[config.mk]
export PLATFORM = sky130hd
export DESIGN_NAME = sm83_irq_ctrl_flat
export DESIGN_NICKNAME = d
export VERILOG_FILES = /design/src/rtl/sm83_irq_ctrl_if.sv /design/src/rtl/sm83_irq_ctrl.sv /design/src/flat_wrapper.sv
export SDC_FILE = /design/constraint.sdc
export NUM_CORES = 1
export LEC_CHECK = 0
export CORE_MARGIN = 2
export CORE_UTILIZATION = 40
export CTS_CLUSTER_DIAMETER = 50
export DETAILED_ROUTE_END_ITERATION = 6
export GPL_ROUTABILITY_DRIVEN = 0
export GPL_TIMING_DRIVEN = 0
export PLACE_DENSITY = 0.73
export SKIP_CTS_REPAIR_TIMING = 1
export SYNTH_ARGS = -nofsm -noshare
export SYNTH_HDL_FRONTEND = slang
export SYNTH_SLANG_ARGS = --single-unit
[constraint.sdc]
create_clock -name clk -period 1.7 [get_ports clk]
set_input_delay 0.34 -clock clk [delete_from_list [all_inputs] [get_ports clk]]
set_output_delay 0.34 -clock clk [all_outputs]
set_load 0.005 [all_outputs]
[src/rtl/sm83_irq_ctrl_if.sv]
// ----------------------------------------------------------------------------
// sm83_irq_ctrl_if
//
// Purpose: groups the CPU-side signals of the SM83 interrupt controller: the
// memory-mapped register bus (IF at 0xFF0F, IE at 0xFFFF) and the interrupt
// dispatch handshake.
//
// Handshake (valid/ready): the CPU raises ack_req as a level and holds it until
// it has seen ack_vld. The controller answers with exactly one single-cycle
// ack_vld pulse per request, with irq_vec valid in that cycle and held until
// the next dispatch. The CPU must drop ack_req before a new request is accepted.
//
// Signals:
//   addr        CPU bus address
//   wdata       CPU write data
//   wr, rd      one-cycle write / read strobes
//   rdata       registered read data
//   rd_hit      registered; rdata valid this cycle
//   irq_pending |(IE & IF), combinational
//   ack_req     dispatch request level from the CPU
//   ack_vld     one-cycle dispatch acknowledge
//   irq_vec     dispatch vector (8'h00 for a cancelled dispatch)
//
// Modports: master = CPU side, slave = interrupt controller side.
// ----------------------------------------------------------------------------
interface sm83_irq_ctrl_if;
    logic [15:0] addr;
    logic [7:0]  wdata;
    logic        wr;
    logic        rd;
    logic [7:0]  rdata;
    logic        rd_hit;
    logic        irq_pending;
    logic        ack_req;
    logic        ack_vld;
    logic [7:0]  irq_vec;

    modport master (
        output addr, wdata, wr, rd, ack_req,
        input  rdata, rd_hit, irq_pending, ack_vld, irq_vec
    );

    modport slave (
        input  addr, wdata, wr, rd, ack_req,
        output rdata, rd_hit, irq_pending, ack_vld, irq_vec
    );
endinterface

[src/rtl/sm83_irq_ctrl.sv]
// ----------------------------------------------------------------------------
// sm83_irq_ctrl
//
// Purpose: bus-side interrupt controller for the SM83 core. Latches rising
// edges of the peripheral request lines into IF, reports pending-and-enabled
// requests, resolves priority (lowest bit wins) during the CPU dispatch
// handshake, returns the RST vector and clears the serviced IF bit. IME lives
// in the CPU and is not seen here.
//
// Ports:
//   clk        core clock
//   rst_n      asynchronous active-low reset
//   irq_src    level requests [0] VBlank [1] STAT [2] Timer [3] Serial [4] Joypad
//   bus        sm83_irq_ctrl_if.slave (register bus + dispatch handshake)
//   fsm_state  dispatch FSM state, for observation (0 IDLE, 1 GRANT, 2 HOLD)
// ----------------------------------------------------------------------------
module sm83_irq_ctrl (
    input  logic                 clk,
    input  logic                 rst_n,
    input  logic [4:0]           irq_src,
    sm83_irq_ctrl_if.slave       bus,
    output logic [1:0]           fsm_state
);

    localparam logic [15:0] IF_ADDR  = 16'hFF0F;
    localparam logic [15:0] IE_ADDR  = 16'hFFFF;
    localparam logic [7:0]  VEC_BASE = 8'h40;

    typedef enum logic [1:0] {
        IDLE  = 2'd0,
        GRANT = 2'd1,
        HOLD  = 2'd2
    } state_t;

    state_t      state, state_next;

    logic [4:0]  if_q;
    logic [7:0]  ie_q;
    logic [4:0]  src_prev;
    logic [7:0]  rdata_q;
    logic        rd_hit_q;
    logic        ack_vld_q;
    logic [7:0]  irq_vec_q;

    logic [4:0]  set_vec;
    logic        wr_if, wr_ie, rd_if, rd_ie;
    logic [4:0]  pend;
    logic [2:0]  win_idx;
    logic [4:0]  clr_mask;
    logic [7:0]  grant_vec;
    logic        grant;
    logic [4:0]  if_next;

    assign set_vec = irq_src & ~src_prev;

    assign wr_if = bus.wr && (bus.addr == IF_ADDR);
    assign wr_ie = bus.wr && (bus.addr == IE_ADDR);
    assign rd_if = bus.rd && (bus.addr == IF_ADDR);
    assign rd_ie = bus.rd && (bus.addr == IE_ADDR);

    // Priority uses the registered (pre-write) IF and IE, so a same-cycle
    // write to IF cannot change which bit the grant clears.
    assign pend = if_q & ie_q[4:0];

    always_comb begin
        win_idx = 3'd0;
        for (int i = 4; i >= 0; i--) begin
            if (pend[i]) win_idx = 3'(i);
        end
    end

    assign grant_vec = VEC_BASE + {2'b00, win_idx, 3'b000};

    // Dispatch FSM: next-state and grant decode.
    always_comb begin
        state_next = state;
        grant      = 1'b0;
        case (state)
            IDLE:    if (bus.ack_req) state_next = GRANT;
            GRANT: begin
                grant      = 1'b1;
                state_next = HOLD;
            end
            HOLD:    if (!bus.ack_req) state_next = IDLE;
            default: state_next = IDLE;
        endcase
    end

    // An empty pending set at GRANT means IE/IF changed after the CPU saw
    // irq_pending: nothing is cleared and the vector is 8'h00.
    assign clr_mask = (grant && (pend != 5'd0)) ? (5'b00001 << win_idx) : 5'd0;

    // Write replaces, grant clears, then edges OR in last so a peripheral
    // edge always survives a colliding write or clear.
    assign if_next = ((wr_if ? bus.wdata[4:0] : if_q) & ~clr_mask) | set_vec;

    always_ff @(posedge clk or negedge rst_n) begin
        if (!rst_n) begin
            state     <= IDLE;
            if_q      <= 5'd0;
            ie_q      <= 8'd0;
            src_prev  <= 5'h1F;
            rdata_q   <= 8'h00;
            rd_hit_q  <= 1'b0;
            ack_vld_q <= 1'b0;
            irq_vec_q <= 8'h00;
        end else begin
            state    <= state_next;
            if_q     <= if_next;
            src_prev <= irq_src;
            if (wr_ie) ie_q <= bus.wdata;

            // Reads return the value before any same-cycle update.
            rd_hit_q <= rd_if || rd_ie;
            if (rd_if)      rdata_q <= {3'b111, if_q};
            else if (rd_ie) rdata_q <= ie_q;

            ack_vld_q <= grant;
            if (grant) irq_vec_q <= (pend != 5'd0) ? grant_vec : 8'h00;
        end
    end

    assign bus.rdata       = rdata_q;
    assign bus.rd_hit      = rd_hit_q;
    assign bus.irq_pending = |pend;
    assign bus.ack_vld     = ack_vld_q;
    assign bus.irq_vec     = irq_vec_q;
    assign fsm_state       = state;

endmodule

[src/flat_wrapper.sv]
// flat-port wrapper written by rule: the top's interface ports become plain ports
module sm83_irq_ctrl_flat 
  (clk, rst_n, irq_src, fsm_state, bus_addr, bus_wdata, bus_wr, bus_rd, bus_ack_req, bus_rdata, bus_rd_hit, bus_irq_pending, bus_ack_vld, bus_irq_vec);
  sm83_irq_ctrl_if bus_i ();
  input  logic clk;
  input  logic rst_n;
  input  logic [4:0] irq_src;
  output logic [1:0] fsm_state;
  input wire logic [$bits(bus_i.addr)-1:0] bus_addr;
  input wire logic [$bits(bus_i.wdata)-1:0] bus_wdata;
  input wire logic [$bits(bus_i.wr)-1:0] bus_wr;
  input wire logic [$bits(bus_i.rd)-1:0] bus_rd;
  input wire logic [$bits(bus_i.ack_req)-1:0] bus_ack_req;
  output wire logic [$bits(bus_i.rdata)-1:0] bus_rdata;
  output wire logic [$bits(bus_i.rd_hit)-1:0] bus_rd_hit;
  output wire logic [$bits(bus_i.irq_pending)-1:0] bus_irq_pending;
  output wire logic [$bits(bus_i.ack_vld)-1:0] bus_ack_vld;
  output wire logic [$bits(bus_i.irq_vec)-1:0] bus_irq_vec;
  assign bus_i.addr = bus_addr;
  assign bus_i.wdata = bus_wdata;
  assign bus_i.wr = bus_wr;
  assign bus_i.rd = bus_rd;
  assign bus_i.ack_req = bus_ack_req;
  assign bus_rdata = bus_i.rdata;
  assign bus_rd_hit = bus_i.rd_hit;
  assign bus_irq_pending = bus_i.irq_pending;
  assign bus_ack_vld = bus_i.ack_vld;
  assign bus_irq_vec = bus_i.irq_vec;
  sm83_irq_ctrl u_core (.clk(clk), .rst_n(rst_n), .irq_src(irq_src), .bus(bus_i), .fsm_state(fsm_state));
endmodule
# Word level (Yosys, flattened, before mapping)
# Cells that the tools add are included.
# op_classes
add_sub_neg,1
n_eq_ne,6
shift,1
muxes,14
bitwise,6
reduce_logical,11
# ops
operator,count
$eq A16 B16 Y1 const B,2
$mux W8,3
$and A5 B5 Y5,3
$mux W3,5
$mux W5,2
$not A5 Y5,2
$add A7 B6 Y8 const A,1
$pmux W2 S3,1
$logic_and A1 B1 Y1,5
$or A5 B5 Y5,1
$reduce_bool A5 Y1,1
$reduce_or A5 Y1,1
$shl A1 B3 Y5 const A,1
$mux W2,2
$ne A2 B2 Y1 const B,2
$eq A2 B1 Y1 const B,1
$eq A2 B2 Y1 const B,1
$logic_not A2 Y1,1
$reduce_and A2 Y1,1
$reduce_bool A2 Y1,1
$logic_or A1 B1 Y1,1
$mux W1,1
# word_totals
ff_bits,38
inputBits,34
out_inout_bits,21
wordCells,47

# Longest topological paths before layout
# Gate-level depths: netlist of run 1.
# logic_depth
ltp_word,11
depth_mapped,6
depth_no_buf,5

# Worst setup path after synthesis of run 1
# OpenSTA, ideal clock, no wires.
# synth_timing
path_kind,register -> register
startpoint,register u_core.state[1] (netlist: u_core.fsm_state[1])
endpoint,register u_core.if_q[2]
setup_ns,0.128
arrival_ns,1.467
required_ns,1.572
setup_slack_ns,0.105
path_stages_with_launch,6
synth_period_minus_slack_ns,1.595
path_cell_list,dfrtp_1 > nand2b_1 > buf_2 > or4b_2 > nor2_1 > nor3_1
# synth_via
elab_chain_len,7
# synth_rtl
item,line_no,rtl
from (decl),sm83_irq_ctrl.sv:35,"state_t state, state_next;"
from (signal assigned),sm83_irq_ctrl.sv:108,state <= state_next;
$eq A2 B1 Y1,sm83_irq_ctrl.sv:78,case (state)
$mux W1,sm83_irq_ctrl.sv:78,
$logic_and A1 B1 Y1,sm83_irq_ctrl.sv:91,assign clr_mask = (grant && (pend != 5'd0)) ? (5'b00001 << win_idx) : 5'd0;
$mux W5,sm83_irq_ctrl.sv:91,
$not A5 Y5,sm83_irq_ctrl.sv:95,assign if_next = ((wr_if ? bus.wdata[4:0] : if_q) & ~clr_mask) | set_vec;
$and A5 B5 Y5,sm83_irq_ctrl.sv:95,
$or A5 B5 Y5,sm83_irq_ctrl.sv:95,
via u_core.if_next[2],sm83_irq_ctrl.sv:52,logic [4:0] if_next;
to (signal assigned),sm83_irq_ctrl.sv:109,if_q <= if_next;
to (decl),sm83_irq_ctrl.sv:37,logic [4:0] if_q;
# The timed path passes the listed nets, and every way through them passes these cells.
# A chain may end at the register's enable or synchronous reset.

# Worst setup path in the final report of run 1
# layout_timing
startpoint,register u_core.if_q[2]
endpoint,output port bus_irq_pending
# layout_via
elab_chain_len,2
# layout_rtl
item,line_no,rtl
$and A5 B5 Y5,sm83_irq_ctrl.sv:63,assign pend = if_q & ie_q[4:0];
$reduce_or A5 Y1,sm83_irq_ctrl.sv:125,assign bus.irq_pending = |pend;
to (decl),flat_wrapper.sv:16,output wire logic [$bits(bus_i.irq_pending)-1:0] bus_irq_pending;
# Every way passes these cells.

==> results of run 1 <==
==> worst max-delay path: stages, from the launching register on <==
cell and delay [ps]:
dfrtp_1 440, a222oi_1 410, nand3_1 190, clkbuf_2 150
==> state kept, by name, summed over array words and instances (netlist names) <==
register            cells
u_core.ie_q             8
u_core.fsm_state        2
u_core.if_q             5
u_core.bus.ack_vld      1
u_core.bus.irq_vec      4
u_core.bus.rd_hit       1
u_core.bus.rdata        8
u_core.src_prev         5
==> stage by stage <==
stage | instance area (µm²) | setup WS [ps] | total power [mW] | instances
final | 2440 | -128 | 1.78 | 248
after global routing | 2440 | -233 | 1.86 | 248
after CTS | 2180 | -378 | 1.75 | 236
after detailed placement | 2090 | -500 | 1.14 | 228
after global placement | 2090 | -472 | 1.13 | 228
after floorplan | 1530 | 105 | 0.962 | 130
==> where the power goes <==
group          switching (mW)  total (mW)  internal [mW]
clock network           0.303       0.630          0.327
registers              0.0240       0.872          0.848
logic                   0.119       0.274          0.156
==> cell usage after synthesis, types with 2 or more instances <==
| cell type | instances | area [µm²] |
|---|---|---|
| nor4_1 | 4 | 25.0 |
| a211oi_1 | 2 | 15.0 |
| dfstp_2 | 5 | 131 |
| nor3_1 | 4 | 20.0 |
| buf_2 | 2 | 10.0 |
| nand2b_1 | 2 | 12.5 |
| nor2b_1 | 2 | 12.5 |
| o22ai_1 | 5 | 31.3 |
| buf_4 | 4 | 30.0 |
| a2bb2oi_1 | 5 | 43.8 |
| nand4_1 | 5 | 31.3 |
| nor2_1 | 3 | 11.3 |
| mux2_2 | 9 | 101 |
| nor4_2 | 2 | 25.0 |
| nand2_1 | 10 | 37.5 |
| dfrtp_1 | 29 | 726 |
| or4_1 | 2 | 15.0 |
| nand3_1 | 2 | 10.0 |
| o22a_1 | 3 | 26.3 |
| inv_1 | 6 | 22.5 |
==> per-layer routing <==
layer  vias up  routed length [µm]
met4         0                  56
met1       678                1740
met3         7                 314
li1        626                   -
met5         -                   0
met2        65                2320
==> worst max path at each step <==
stage	from	endpoint	slack, ps
2_1_floorplan	u_core.fsm_state[1]$_DFFE_PN0P_	u_core.if_q[2]$_DFF_PN0_	110
4_1_cts	u_core.if_q[1]$_DFF_PN0_	bus_irq_pending	-380
3_5_place_dp	bus_addr[10]	u_core.ie_q[4]$_DFFE_PN0P_	-500
3_3_place_gp	bus_addr[7]	u_core.if_q[0]$_DFF_PN0_	-470
6_report	u_core.if_q[2]$_DFF_PN0_	bus_irq_pending	-130
5_1_grt	u_core.if_q[2]$_DFF_PN0_	bus_irq_pending	-230
==> layout by cell type, fill, tap and decap left out, drive strengths merged, types with 6 or more instances in the layout <==
cell type      synthesis  layout
clkdlybuf4s50          0      32
nand4                  6       6
dfrtp                 29      29
nand2                 10      10
mux2                   9       9
inv                    6       6
dlymetal6s2s           0      16
buf                    6      18
clkbuf                 0       8
nor4                   6       6
==> cells by family after synthesis <==
family          count (synthesis)
other cells                     1
buf+inv                        12
mux                             9
simple gates                   46
compound gates                 25
flops                          34
==> final cells by class <==
cell class	instances	area share (%)
flip-flops and latches	34	35.2
clock inverters	1	0.205
plain buffers	6	2.00
multi-input cells	85	30.1
well taps	48	2.46
repair buffers	61	25.6
clock buffers	7	3.54
inverters	6	0.924
==> metrics.md, run 1 <==
| Metric | Value |
|---|---|
| Vias in the first global route | 1334 |
| Post-Synthesis Cells | approximately 130 |
| Routed vias/inst | 5.55 |
| Unrepaired setup endpoints after global routing | true |
| Synth Area in Simple Gates | about a fifth |
| Static Leak | about 1.2 nW |
| Fraction of synthesized area in multiplexers | ~6.7% |
| Die span in x | around 66 µm |
| Number of setup violations in the final report | 2 |
| Power per standard cell area | about 730 nW/µm² |
| Post-synthesis xor/xnor area fraction | 0% |
| Violations in the final reports | setup timing |
| Worst path required time | approximately 1400 ps |
| Data arrival, critical path | ~1500 ps |
| Normalized max-slew margin | about half |
| Min setup slack post-route | -128 ps |
| Drt wl/cell | 17.9 µm |
| Maximum fanout encountered on the critical timing path | 5 |
| Flop-to-flop setup slack | roughly 30 ps |
| Met1 usage | 22.6% |
| Number of inserted diodes | 0 |
| Clock tree from TritonCTS | built |
| Yosys cell types | 41 |
| Clock latency reported for the late side of the worst-skew pair | approximately 290 ps |
| Most frequently used flop master after synthesis | dfrtp_1 |
| Element type at the critical path start | flop |
| Transition time at the pin with the least slew margin | a little over 700 ps |
| Number of buffers on the longest clock path | 2 |
| Area share of fa/ha/maj cells after synthesis | 0% |
| Initial Util | between 40% and 50% |
| Core Area | ~3700 µm² |
| Maximum clock skew at final layout | between 6 and 7 ps |
| Final standard cell utilization of the core | roughly 67% |
| Area of the mapped netlist | approximately 1500 µm² |
| Avg Cell Area, Syn | around 12 µm² |
| Async set or reset register ratio after synthesis | 100% |
| Clock tree root buffer cell | clkbuf_8 |
| Overall die area | around 4300 µm² |
| Remaining DRCs | 0 |
| Total number of placement rows | 22 |
| Reg-to-reg critical path startpoint | u_core.if_q[2]$_DFF_PN0_ |
| Reg2Reg Depth | 4 |
| Outcome | finished with violations |
| Number of warnings printed during yosys synthesis | 0 |
| Placed wire-length estimate | 2850 µm |
| Dominant combinational cell family by area after synthesis | simple AND/OR/NAND/NOR gates |
| Clock Sink Count | 34 |
| Path class of the lowest-slack min-delay path | input pin to asynchronous set/reset pin |
| Complex-gate fraction of the synthesized area | a little over an eighth |
| Die Ht | approximately 66 µm |
| Critical Path Sink Type | output pin |
| Setup_tns | -128 ps |
| Peak-usage layer in the global routing report | met2 |
| Area occupied by multi-input gates | 733 µm² |
| Count of filler cells inserted in the layout | 268 |
| Max VDD drop | 0.543 mV |
| Sequential element share of the synthesized area | 56.4% |
| Antenna-violating nets left | 0 |
| Boundary pin count | 55 |
| Gr ovfl total | 0 |
| Met2 capacity usage during global routing | a little under a third |
| Initial antenna violation count | 0 |
| Final period util | 108% |
| H-tree lvl count | 2 |
| Setup Crit Path Kind | flop to output pin |
| Sequential standard cell area | about 860 µm² |
| Hold violation total from the final report | 0 |
| Total of buffers placed on input and output ports | 50 |
| Max Cap Violations | 0 |
| Hold Worst Slack | approximately 100 ps |
| GRT Resource Usage Total | between 10% and 20% |
| Max Clock Freq | approximately 550 MHz |
| Fraction of layout cells with a size suffix above 1 | just over 30% |
| Met3 GRT Util | under 10% |
| Wire length of the first global-routing pass | slightly above 6000 µm |
| Number of buffers inserted during clock tree synthesis | 5 |
| Number of synthesized flops with an enable pin | 0 |
| Flip-flop and latch count after synthesis | 34 |
| Shortest clock period the worst path allows after layout | 1830 ps |
| Total Wirelength | ~4400 µm |
| Pin count of the biggest net entering global routing | 35 |
| Crit Reg-Reg Endpoint | u_core.if_q[4]$_DFF_PN0_ |
| Layout Nets | about 230 |
| Number of search-and-repair iterations in the first detailed-routing pass | 4 |
| Starting DRC count in detailed routing | 70 |
| Clock slew at the register clock pins of the worst setup and hold paths | ~70 ps |
| Area growth from synthesis to layout | 60.5% |
| Routed via count | around 1400 |
| Slew Limit Fails | 0 |
Power figures use the tool's default switching activity.
==> run 2: changes to the inputs <==
CORE_UTILIZATION = 30   (was 40)
PLACE_DENSITY = not set   (was 0.73)
==> metrics.md, run 2 (same netlist as run 1, synthesis figures left out) <==
| Metric | Value |
|---|---|
| H-tree lvl count | 2 (unchanged) |
| Crit Reg-Reg Endpoint | u_core.if_q[4]$_DFF_PN0_ |
| Final period util | 104% (-3.4 points) |
| Area growth from synthesis to layout | 64.1% |
| Initial Util | 31.5% (-10 points) |
| Transition time at the pin with the least slew margin | 753 ps (+25.6 ps) |
| CP bufs+invs | 1 (unchanged) |
| Max VDD drop | 0.391 mV (-28%) |
| Die span in x | 75.2 µm (+15%) |
| Data arrival, critical path | 1430 ps (-60 ps) |
| Layout Cell Area excl Fill | 2490 µm² (+2.3%) |
| Clock tree root buffer cell | clkbuf_8 |
| Clock slew at the register clock pins of the worst setup and hold paths | 70 ps (about the same) |
| Power per standard cell area | 707 nW/µm² (-3.0%) |
| Pin count of the biggest net entering global routing | 35 (unchanged) |
| Slew Limit Fails | 0 (unchanged) |
| Clock Sink Count | 34 (unchanged) |
| Min setup slack post-route | -69.9 ps (+58.1 ps) |
| Sequential standard cell area | 857 µm² (unchanged) |
| Most common library cell in the layout ignoring fill and taps | clkdlybuf4s50_1 |
| Number of setup violations in the final report | 1 (-1) |
| Number of inserted diodes | 0 (unchanged) |
| Static Leak | 1.19 nW (+2.0%) |
| Gr ovfl total | 0 (unchanged) |
| Worst path required time | 1360 ps (about the same) |
| Routed via count | 1347 (-2.1%) |
| Path class of the lowest-slack min-delay path | input pin to asynchronous set/reset pin |
| List of cells traversed by the critical path | a222oi_1, nand3_1, clkbuf_2 |
| Max Cap Violations | 0 (unchanged) |
| Antenna-violating nets left | 0 (unchanged) |
| Wire length of the first global-routing pass | 5980 µm (-1.7%) |
| Shortest clock period the worst path allows after layout | 1770 ps (-58.1 ps) |
| GRT Resource Usage Total | 14.0% (-4.8 points) |
| Unrepaired setup endpoints after global routing | true |
| Vias in the first global route | 1293 (-3.1%) |
| Slowest library cell on the worst path | dfrtp_1 |
| Max Clock Freq | 565 MHz (+3.3%) |
| Most frequent cells in the layout | clkdlybuf4s50_1 (32), dfrtp_1 (29), buf_4 (19) |
| Number of buffers inserted during clock tree synthesis | 5 (unchanged) |
| Fraction of layout cells with a size suffix above 1 | 32.5% (+2.0 points) |
| CP peak stage delay | 420 ps (-20 ps) |
| Count of filler cells inserted in the layout | 438 (+63%) |
| Hold violation total from the final report | 0 (unchanged) |
| Area occupied by multi-input gates | 753 µm² (+2.7%) |
| Remaining DRCs | 0 (unchanged) |
| Critical Path Sink Type | output pin |
| Die Ht | 75.2 µm (+15%) |
| Clock latency reported for the late side of the worst-skew pair | 280 ps (about the same) |
| Dominant delay contributor by cell family on the critical path | flip-flops |
| Setup Crit Path Kind | flop to output pin |
| Placed wire-length estimate | 2920 µm (+2.4%) |
| Number of search-and-repair iterations in the first detailed-routing pass | 6 (+2) |
| Normalized max-slew margin | 49.8% (-1.7 points) |
| Outcome | finished with violations |
| Number of buffers on the longest clock path | 2 (unchanged) |
| Violations in the final reports | setup timing |
| Maximum fanout encountered on the critical timing path | 5 (unchanged) |
| Clock tree from TritonCTS | built |
| Drt wl/cell | 15.9 µm (-11%) |
| Total of buffers placed on input and output ports | 50 (unchanged) |
| Layout Nets | 236 (+1.3%) |
| DP Worst Slack | -528 ps (-28.2 ps) |
| Area of placed instances | 2110 µm² (+1.1%) |
| Boundary pin count | 55 (unchanged) |
| Initial antenna violation count | 0 (unchanged) |
| Routed vias/inst | 4.99 (-10%) |
| Flop-to-flop setup slack | 50 ps (+20 ps) |
| Reg2Reg Depth | 4 (unchanged) |
| Total Wirelength | 4280 µm (-3.5%) |
| Final standard cell utilization of the core | 51.7% (-15 points) |
| Core Area | 4820 µm² (+32%) |
| Starting DRC count in detailed routing | 76 (+8.6%) |
| Total number of placement rows | 25 (+14%) |
| Element type at the critical path start | flop |
| Reg-to-reg critical path startpoint | u_core.ie_q[1]$_DFFE_PN0P_ |
| Overall die area | 5650 µm² (+31%) |
| Maximum clock skew at final layout | 5.99 ps (-0.0446 ps) |
| Setup_tns | -69.9 ps (+58.2 ps) |
## run 2: layer usage
layer  track usage [%]  up-vias  part of all wire (%)
li1                  -      632                     -
met1              18.0      665                    42
met2              22.2       46                    52
met3              4.69        4                   5.5
met4              4.87        0                  0.72
met5                 0        -                     0
## run 2: final cells by class
class	instances	area share, %
Sequential cell	34	34.4
Multi-Input combinational cell	85	30.2
Timing Repair Buffer	64	25.5
Clock buffer	7	3.46
Tap cell	67	3.36
Buffer	6	1.96
Inverter	6	0.904
Clock inverter	1	0.201
## run 2: metrics by stage
| stage | hold slack, ps | power (mW) | cells |
|---|---|---|---|
| 2_1_floorplan | 44.4 | 0.962 | 130 |
| 3_3_place_gp | 455 | 1.13 | 247 |
| 3_5_place_dp | 454 | 1.14 | 247 |
| 4_1_cts | 144 | 1.75 | 255 |
| 5_1_grt | 182 | 1.85 | 270 |
| 6_report | 124 | 1.76 | 270 |
## run 2: worst max-delay path by stage
stage	start	slack, ps	end	depth (start not counted)
5_1_grt	u_core.ie_q[1]$_DFFE_PN0P_	-160	bus_irq_pending	3
3_5_place_dp	bus_addr[11]	-530	u_core.ie_q[5]$_DFFE_PN0P_	5
2_1_floorplan	u_core.fsm_state[1]$_DFFE_PN0P_	110	u_core.if_q[2]$_DFF_PN0_	5
3_3_place_gp	bus_addr[7]	-440	u_core.if_q[0]$_DFF_PN0_	4
4_1_cts	u_core.if_q[1]$_DFF_PN0_	-400	bus_irq_pending	3
6_report	u_core.ie_q[1]$_DFFE_PN0P_	-70	bus_irq_pending	3
## run 2: power by group
part	leakage [nW]	switching, mW	internal [mW]	total (mW)
clock	0.0482	0.272	0.326	0.598
sequential	0.429	0.0190	0.849	0.868
combinational	0.711	0.125	0.171	0.296
==> run 3: changes to the inputs <==
SKIP_CTS_REPAIR_TIMING = not set   (was 1)
==> metrics.md, run 3 (same netlist as run 1, synthesis figures left out) <==
| Metric | Value |
|---|---|
| Number of buffers on the longest clock path | 2 (unchanged) |
| Total number of placement rows | 25 (unchanged) |
| Max Cap Violations | 0 (unchanged) |
| Path class of the lowest-slack min-delay path | input pin to asynchronous set/reset pin |
| Drt wl/cell | 15.5 µm (-2.1%) |
| Gr ovfl total | 0 (unchanged) |
| Wire length of the first global-routing pass | 6580 µm (+10%) |
| Maximum fanout encountered on the critical timing path | 2 (-3) |
| Clock latency reported for the late side of the worst-skew pair | 280 ps (about the same) |
| Transition time at the pin with the least slew margin | 752 ps (-1.06 ps) |
| GRT Resource Usage Total | 15.6% (+1.6 points) |
| Power per standard cell area | 730 nW/µm² (+3.2%) |
| Max Clock Freq | 578 MHz (+2.3%) |
| Clock slew at the register clock pins of the worst setup and hold paths | 70 ps (about the same) |
| Overall die area | 5650 µm² (unchanged) |
| Number of setup violations in the final report | 1 (unchanged) |
| Core Area | 4820 µm² (unchanged) |
| Share of power burned in combinational logic | 16.2% (-0.6 points) |
| Fraction of layout cells with a size suffix above 1 | 30.2% (-2.3 points) |
| List of cells traversed by the critical path | a222oi_1, nand3_1, buf_2 |
| Slew Limit Fails | 0 (unchanged) |
| Switching share of power | 23.8% (+0.19 points) |
| Number of buffers inserted during clock tree synthesis | 5 (unchanged) |
| Starting DRC count in detailed routing | 91 (+20%) |
| Critical Path Sink Type | output pin |
| Normalized max-slew margin | 49.8% (+0.071 points) |
| Total of buffers placed on input and output ports | 50 (unchanged) |
| Die Ht | 75.2 µm (unchanged) |
| Hold violation total from the final report | 0 (unchanged) |
| Layout Nets | 235 (-0.42%) |
| Placed wire-length estimate | 2920 µm (unchanged) |
| Total Wirelength | 4180 µm (-2.5%) |
| Internal portion of total power | 1.34 mW (-0.63%) |
| Unrepaired setup endpoints after global routing | true |
| Slowest library cell on the worst path | dfrtp_1 |
| Outcome | finished with violations |
| Setup_tns | -30.7 ps (+39.1 ps) |
| Min setup slack post-route | -30.7 ps (+39.1 ps) |
| Max VDD drop | 0.364 mV (-6.8%) |
| P_sw | 0.418 mW (+0.42%) |
| Clock tree root buffer cell | clkbuf_8 |
| Antenna-violating nets left | 0 (unchanged) |
| Dominant delay contributor by cell family on the critical path | flip-flops |
| Worst path required time | 1360 ps (about the same) |
| CTS Hold Bufs | 0 |
| Pin count of the biggest net entering global routing | 35 (unchanged) |
| Routed via count | 1352 (+0.37%) |
| Maximum clock skew at final layout | 6.79 ps (+0.801 ps) |
| Most frequent cells in the layout | clkdlybuf4s50_1 (32), dfrtp_1 (29), buf_4 (17) |
| Number of search-and-repair iterations in the first detailed-routing pass | 4 (-2) |
| Most common library cell in the layout ignoring fill and taps | clkdlybuf4s50_1 |
| CP bufs+invs | 1 (unchanged) |
| Post-route insts no fill | 269 (-0.37%) |
| Routed vias/inst | 5.03 (+0.74%) |
| Count of filler cells inserted in the layout | 448 (+2.3%) |
| Die span in x | 75.2 µm (unchanged) |
| Flop-to-flop setup slack | 60 ps (about the same) |
| Initial Util | 31.5% (unchanged) |
| Data arrival, critical path | 1390 ps (-40 ps) |
| Total chip power | 1.76 mW (-0.38%) |
| Area growth from synthesis to layout | 58.4% |
| H-tree lvl count | 2 (unchanged) |
| Clock network fraction of design power | 34.4% (+0.5 points) |
| Element type at the critical path start | flop |
| Final period util | 102% (-2.3 points) |
| Boundary pin count | 55 (unchanged) |
| Clock Sink Count | 34 (unchanged) |
| Instance count after placement with tap cells included | 247 (unchanged) |
| Register share of total power | 49.4% (+0.2 points) |
| Shortest clock period the worst path allows after layout | 1730 ps (-39.1 ps) |
| CP peak stage delay | 400 ps (-20 ps) |
| Violations in the final reports | setup timing |
| Remaining DRCs | 0 (unchanged) |
| Static Leak | 1.06 nW (-11%) |
| Number of inserted diodes | 0 (unchanged) |
| Vias in the first global route | 1378 (+6.6%) |
| Clock tree from TritonCTS | built |
| Setup Crit Path Kind | flop to output pin |
| Initial antenna violation count | 0 (unchanged) |
==> run 3: repair_timing <==
action | CTS | global route
setup endpoints to repair | 22 | 10
gates cloned | 1 | 0
resized for setup | 38 | 4
pin swaps | 11 | 2
setup buffers | 11 | 2
==> run 3: metal layers <==
metal  track usage [%]  vias to the layer above  part of all wire [%]
li1                  -                      634                     -
met1              19.9                      651                    42
met2              25.5                       55                    49
met3              4.55                       12                   6.3
met4              4.87                        0                   1.9
met5                 0                        -                     0
==> run 3: layout make-up <==
type	instances	area [µm²]	share of cell area, %
Timing Repair Buffer	63	579	24.1
Buffer	6	45.0	1.87
Inverter	6	22.5	0.936
Tap cell	67	83.8	3.48
Clock buffer	7	86.3	3.59
Sequential cell	34	857	35.6
Clock inverter	1	5.00	0.208
Multi-Input combinational cell	85	727	30.2
==> run 3: worst paths after layout <==
check / start / end / cells after the start
max: u_core.if_q[1]$_DFF_PN0_ / bus_irq_pending / 3
min: rst_n / u_core.fsm_state[1]$_DFFE_PN0P_ / 1
max reg2reg: u_core.fsm_state[1]$_DFFE_PN0P_ / u_core.if_q[2]$_DFF_PN0_ / 5
min reg2reg: u_core.fsm_state[1]$_DFFE_PN0P_ / u_core.fsm_state[0]$_DFFE_PN0P_ / 1
max in group asynchronous: rst_n / u_core.bus.irq_vec[3]$_DFFE_PN0P_ / 1
min in group clk: u_core.fsm_state[1]$_DFFE_PN0P_ / u_core.fsm_state[0]$_DFFE_PN0P_ / 1
==> run 3: power groups by stage <==
| stage | combinational, mW | sequential (mW) | clock, mW |
|---|---|---|---|
| 5_1_grt | 0.314 | 0.869 | 0.656 |
| 3_5_place_dp | 0.255 | 0.887 | 0 |
| 2_1_floorplan | 0.0763 | 0.886 | 0 |
| 6_report | 0.284 | 0.867 | 0.604 |
| 3_3_place_gp | 0.250 | 0.882 | 0 |
| 4_1_cts | 0.261 | 0.872 | 0.621 |
==> run 3: metrics by stage <==
stage               utilization, %  area [µm²]  setup WS [ps]  hold slack, ps
finish                        49.9        2410          -30.7             127
global placement              43.9        2110           -436             455
floorplan                        -        1530            105            44.4
global route                  49.9        2410           -110             188
detailed placement            43.8        2110           -528             454
CTS                           49.5        2380          -13.4             144
==> run 3: worst reg2reg max path: stages (launching register included) <==
cell	delay, ps
dfrtp_1	390
nand2b_1	140
buf_4	170
or4b_2	670
nor2_1	110
nor3_1	50
